**src/rtl/jogador_automatico_exp3.sv**
```systemverilog
// rtl/jogador_automatico_exp3.sv - autonomous player driving the exp3 memory game from an answer ROM
module jogador_automatico_exp3 #(
    parameter int N_JOGADAS   = 16,
    parameter int HOLD_CYCLES = 1,
    parameter int GAP_CYCLES  = 1,
    parameter int TIMEOUT     = 64
) (
    input  logic       clock,
    input  logic       reset,
    input  logic       partida,
    input  logic       inject_en,
    input  logic [3:0] inject_idx,
    input  logic       pronto,
    input  logic       acertou,
    input  logic       errou,
    output logic       iniciar,
    output logic [3:0] chaves,
    output logic       ocupado,
    output logic       fim,
    output logic       timeout,
    output logic       passou,
    output logic [3:0] db_indice,
    output logic [3:0] db_estado
);

    typedef enum logic [2:0] {
        OCIOSO    = 3'd0,
        PULSO     = 3'd1,
        ESPERA    = 3'd2,
        APRESENTA = 3'd3,
        SOLTA     = 3'd4,
        AGUARDA   = 3'd5,
        FIM       = 3'd6
    } estado_t;

    localparam int CNT_MAX = (HOLD_CYCLES > GAP_CYCLES) ? HOLD_CYCLES : GAP_CYCLES;
    localparam int CW      = (CNT_MAX > 1) ? $clog2(CNT_MAX) : 1;
    localparam int TW      = (TIMEOUT > 1) ? $clog2(TIMEOUT) : 1;

    localparam logic [CW-1:0] HOLD_LAST = CW'(HOLD_CYCLES - 1);
    localparam logic [CW-1:0] GAP_LAST  = CW'(GAP_CYCLES - 1);
    localparam logic [TW-1:0] TMO_LAST  = TW'(TIMEOUT - 1);
    localparam logic [3:0]    IDX_LAST  = 4'(N_JOGADAS - 1);

    estado_t       state_q;
    logic [3:0]    idx_q;
    logic [CW-1:0] cnt_q;
    logic [TW-1:0] tmo_q;
    logic          inj_en_q;
    logic [3:0]    inj_idx_q;
    logic          acertou_q;
    logic          errou_q;
    logic          timeout_q;
    logic          iniciar_q;
    logic [3:0]    chaves_q;

    logic [3:0]    idx_d;
    logic [3:0]    chaves_d;

    function automatic logic [3:0] rom_valor(input logic [3:0] i);
        case (i)
            4'd0:    rom_valor = 4'b0001;
            4'd1:    rom_valor = 4'b0010;
            4'd2:    rom_valor = 4'b0100;
            4'd3:    rom_valor = 4'b1000;
            4'd4:    rom_valor = 4'b0100;
            4'd5:    rom_valor = 4'b0010;
            4'd6:    rom_valor = 4'b0001;
            4'd7:    rom_valor = 4'b0001;
            4'd8:    rom_valor = 4'b0010;
            4'd9:    rom_valor = 4'b0010;
            4'd10:   rom_valor = 4'b0100;
            4'd11:   rom_valor = 4'b0100;
            4'd12:   rom_valor = 4'b1000;
            4'd13:   rom_valor = 4'b1000;
            4'd14:   rom_valor = 4'b0001;
            default: rom_valor = 4'b0100;
        endcase
    endfunction

    // Index and switch value of the next jogada to present; corrupted jogada is rotated left.
    always_comb begin
        idx_d    = (state_q == SOLTA) ? idx_q + 4'd1 : 4'd0;
        chaves_d = rom_valor(idx_d);
        if (inj_en_q && (idx_d == inj_idx_q)) begin
            chaves_d = {chaves_d[2:0], chaves_d[3]};
        end
    end

    // Main FSM with registered iniciar/chaves and captured game flags.
    always_ff @(posedge clock or negedge reset) begin
        if (!reset) begin
            state_q   <= OCIOSO;
            idx_q     <= 4'd0;
            cnt_q     <= '0;
            tmo_q     <= '0;
            inj_en_q  <= 1'b0;
            inj_idx_q <= 4'd0;
            acertou_q <= 1'b0;
            errou_q   <= 1'b0;
            timeout_q <= 1'b0;
            iniciar_q <= 1'b0;
            chaves_q  <= 4'd0;
        end else begin
            iniciar_q <= 1'b0;
            case (state_q)
                OCIOSO, FIM: begin
                    if (partida) begin
                        state_q   <= PULSO;
                        inj_en_q  <= inject_en;
                        inj_idx_q <= inject_idx;
                        acertou_q <= 1'b0;
                        errou_q   <= 1'b0;
                        timeout_q <= 1'b0;
                        idx_q     <= 4'd0;
                        cnt_q     <= '0;
                        tmo_q     <= '0;
                        iniciar_q <= 1'b1;
                    end
                end
                PULSO: begin
                    state_q <= ESPERA;
                    idx_q   <= 4'd0;
                end
                ESPERA, APRESENTA, SOLTA, AGUARDA: begin
                    if (pronto) begin
                        // Game ended early: freeze idx and remember its verdict.
                        state_q   <= FIM;
                        acertou_q <= acertou;
                        errou_q   <= errou;
                        chaves_q  <= 4'd0;
                    end else if (state_q == ESPERA) begin
                        state_q  <= APRESENTA;
                        chaves_q <= chaves_d;
                        cnt_q    <= '0;
                    end else if (state_q == APRESENTA) begin
                        if (cnt_q == HOLD_LAST) begin
                            state_q  <= SOLTA;
                            chaves_q <= 4'd0;
                            cnt_q    <= '0;
                        end else begin
                            cnt_q <= cnt_q + CW'(1);
                        end
                    end else if (state_q == SOLTA) begin
                        if (cnt_q == GAP_LAST) begin
                            cnt_q <= '0;
                            if (idx_q == IDX_LAST) begin
                                state_q <= AGUARDA;
                                tmo_q   <= '0;
                            end else begin
                                state_q  <= APRESENTA;
                                idx_q    <= idx_d;
                                chaves_q <= chaves_d;
                            end
                        end else begin
                            cnt_q <= cnt_q + CW'(1);
                        end
                    end else begin
                        if (tmo_q == TMO_LAST) begin
                            state_q   <= FIM;
                            timeout_q <= 1'b1;
                        end else begin
                            tmo_q <= tmo_q + TW'(1);
                        end
                    end
                end
                default: begin
                    state_q  <= OCIOSO;
                    chaves_q <= 4'd0;
                end
            endcase
        end
    end

    assign iniciar   = iniciar_q;
    assign chaves    = chaves_q;
    assign ocupado   = (state_q != OCIOSO) && (state_q != FIM);
    assign fim       = (state_q == FIM);
    assign timeout   = timeout_q;
    assign passou    = !timeout_q && (inj_en_q ? (errou_q && !acertou_q) : (acertou_q && !errou_q));
    assign db_indice = idx_q;
    assign db_estado = {1'b0, state_q};

endmodule

```
**config.mk**
```make
export PLATFORM = sky130hd
export DESIGN_NAME = jogador_automatico_exp3
export DESIGN_NICKNAME = d
export VERILOG_FILES = /design/src/rtl/jogador_automatico_exp3.sv
export SDC_FILE = /design/constraint.sdc
export NUM_CORES = 1
export LEC_CHECK = 0
export BUFFER_PORTS_ARGS = -buffer_cell sky130_fd_sc_hd__buf_2
export CELL_PAD_IN_SITES_DETAIL_PLACEMENT = 0
export CELL_PAD_IN_SITES_GLOBAL_PLACEMENT = 1
export CORE_AREA = 2 2 87 55
export DETAILED_ROUTE_END_ITERATION = 12
export DIE_AREA = 0 0 89 57
export HOLD_SLACK_MARGIN = 0.08
export PLACE_DENSITY_LB_ADDON = 0.1
export SYNTH_ARGS = -nofsm -noshare
export SYNTH_HDL_FRONTEND = slang
export SYNTH_SLANG_ARGS = --single-unit
```
**constraint.sdc**
```tcl
create_clock -name clock -period 3.1 [get_ports clock]
set_clock_uncertainty 0.2 [all_clocks]
set_input_delay 0.62 -clock clock [delete_from_list [all_inputs] [get_ports clock]]
set_output_delay 0.62 -clock clock [all_outputs]
set_load 0.03 [all_outputs]
```
==> impl_metrics.py <==
metrics = {
    "worst_setup_path": {
        "start_kind": "flop",
        "slowest_stage": "dfrtp_1",
        "crit_type": "reg -> reg",
        "slowest_delay_ps": 520,
        "crit_fanout": 13,
        "worstPathArrival_ps": 2800,
        "required_ps": 3070,
        "path_cells": "ha_1 > nand4bb_1 > a2111oi_0 > o31ai_1 > a31oi_4 > nor2b_1 > a221o_1",
        "critPathCaptureType": "flop",
    },
    "logic_synthesis": {
        "synthFlopType": "dfrtp_1",
        "syn_area_um2": 1780,
        "synthCells": 197,
        "synth_top_cell_area_share_pct": 36.5,
        "synth_nets": 211,
        "yosysSeqAreaShare_pct": 36.5,
        "synthDistinctLibCells": 60,
        "syn_avg_cell_area_um2": 9.05,
        "yosys-top-cells-area": "dfrtp_1 (36%), nand2_1 (3.8%), mux2_2 (3.8%)",
        "yosys_register_bits": 26,
        "synth_edf_count": 0,
        "yosysTopAreaCell": "dfrtp_1",
        "yosysMostFrequentCell": "dfrtp_1",
        "async_reset_ff_share_pct": 100,
        "yosys_warnings": 0,
        "synth_common_cells": "dfrtp_1 (26), nand2_1 (18), nor2_1 (14), a21oi_1 (9), inv_1 (9)",
    },
    "detailed_routing": {
        "vias": 1536,
        "routed_wirelength_um": 4310,
        "vias_per_cell": 5.47,
        "drtIter0Drc": 57,
        "drc_errors": 0,
        "dr.pass1.iters": 5,
        "ant_nets": 0,
        "wl_per_cell_um": 15.3,
    },
    "placed_design": {
        "gp_congestion": 0.907,
        "dp_hpwl_um": 3220,
        "dpl_cell_area_um2": 1940,
        "io_buffers": 26,
    },
    "die": {
        "die_h_um": 57,
        "placement_rows": 19,
        "initial_utilization_pct": 40.8,
        "die_w_um": 89,
        "core-area_um2": 4370,
        "dieArea_um2": 5070,
        "io_pins": 28,
    },
    "hold_path": {
        "holdCritPathClass": "in -> async",
    },
    "run": {
        "cap_viol_max_count": 0,
    },
    "timing": {
        "slew_headroom_pct": 54.5,
        "fmax_mhz": 353,
        "tightest_slew_ps": 681,
        "post-route-min-period_ps": 2830,
        "fin_crit_sh_pct": 91.4,
        "slew_violations": 0,
        "rsz0062_at_grt": "no",
        "finalSetupTns_ps": 0,
        "setup_violations": 0,
        "finalHoldViolCount": 0,
        "whs_ps": 137,
    },
    "global_route": {
        "grt_max_degree": 27,
        "antenna_found_initial": 0,
        "gr-usage-all-layers_pct": 18.8,
        "grt_overflow": 0,
        "grt_pass1_vias": 1514,
        "grt_pass1_wl_um": 7380,
    },
    "clocking": {
        "htree_levels": 1,
        "cts_tree": "yes",
        "clockRootBuffer": "clkbuf_8",
        "post-cts-setup-buffers": 0,
        "cts-resized-gates": 0,
        "clk_path_buf_depth": 2,
        "numCtsBuffers": 3,
        "clk_latency_ps": 280,
        "clkTransAtPathRegs_ps": 100,
        "ctsHoldBuffers": 0,
        "clock_sinks": 26,
    },
    "status": {
        "status": "finished clean",
    },
    "final_layout": {
        "seqCellArea_um2": 651,
        "drive_above_1_share_pct": 21.6,
        "antenna_cells": 0,
        "area_delta_synth_final_pct": 12.9,
        "final_cell_area_um2": 2010,
        "fin_nets": 233,
        "multiInputGateArea_um2": 1030,
        "fillers": 446,
    },
    "power": {
        "pwr_density_cell_nw_per_um2": 1050,
        "cellLeakagePower_nw": 0.909,
        "peakVddDrop_v": 0.000471,
        "finalPower_w": 0.00212,
    },
}
through the flow:
stage,utilization (%),setup slack [ps],cells
after CTS,46.0,257,281
final,46.0,266,281
after floorplan,-,532,197
after global routing,46.0,22.6,281
after detailed placement,44.4,268,277
after global placement,44.4,481,277
cell usage in the layout, fill, tap and decap left out, types with 3 or more instances in the layout:
cell type,netlist,layout
o22ai_1,3,3
dfrtp_1,26,26
nand2_1,18,18
ha_1,3,3
nor4_1,3,3
mux2_2,6,6
nand3_1,6,6
xnor2_1,4,4
inv_1,9,9
and3_1,4,4
xor2_1,3,3
nor2b_1,4,4
o21ai_1,8,8
clkbuf_8,0,3
nor3_1,7,7
a31oi_1,4,4
mux2_1,3,3
a21oi_1,9,9
buf_2,3,26
nor2_1,14,14
o21ai_0,4,4
power breakdown:
group | total (W) | switching (W) | internal [W]
Clock | 0.000287 | 0.000114 | 0.000173
Sequential | 0.000617 | 0.000164 | 0.000452
Combinational | 0.00121 | 0.000751 | 0.000462
cell type report:
class / instances / share of cell area, %
flip-flops and latches: 26 / 32.3
well taps: 63 / 3.92
multi-input cells: 151 / 51.3
clock buffers: 3 / 2.05
repair buffers: 28 / 7.21
inverters: 9 / 1.68
clock inverters: 1 / 1.49
sequential cells by signal, summed over array words and instances (netlist names):
| register | flops |
|---|---|
| tmo_q | 6 |
| chaves | 4 |
| db_indice | 4 |
| inj_idx_q | 4 |
| state_q | 3 |
| acertou_q | 1 |
| errou_q | 1 |
| iniciar | 1 |
| inj_en_q | 1 |
| timeout | 1 |
kinds of logic after synthesis:
family | share of synthesized area, %
AOI/OAI and AO/OA | 19.3
xor gates and xnor gates | 4.35
adders and majority gates | 2.11
buffers and inverters | 5.54
DFF | 36.5
muxes | 7.58
other | 0.210
and+or+nand+nor | 24.4
critical path, delay by kind of cell, from the launching register on:
family,cells,cell delay (ps)
AOI/OAI and AO/OA,4,1170
DFF,1,520
adders and majority gates,1,500
and+or+nand+nor,2,320
layer usage:
layer / part of all wire [%] / up-vias / wire, µm / global-route usage, %
met4: 0.42 / 0 / 18 / 3.62
met1: 50 / 740 / 2140 / 28.0
li1: - / 761 / - / -
met2: 45 / 33 / 1950 / 28.1
met5: 0 / - / 0 / 0
met3: 4.4 / 2 / 189 / 4.34
final timing paths:
| kind | cells after the start | slack, ps | start | end |
|---|---|---|---|---|
| setup reg to reg | 7 | 270 | db_indice[0] | chaves[2] |
| max in group asynchronous | 1 | 2160 | reset | tmo_q[5] |
| min in group clock | 2 | 280 | chaves[1] | chaves[1] |
| hold / removal | 1 | 140 | reset | db_indice[0] |
| setup / recovery | 7 | 270 | db_indice[0] | chaves[2] |
| hold reg to reg | 2 | 280 | chaves[1] | chaves[1] |
Note: power is estimated with default switching activity, not from simulation.
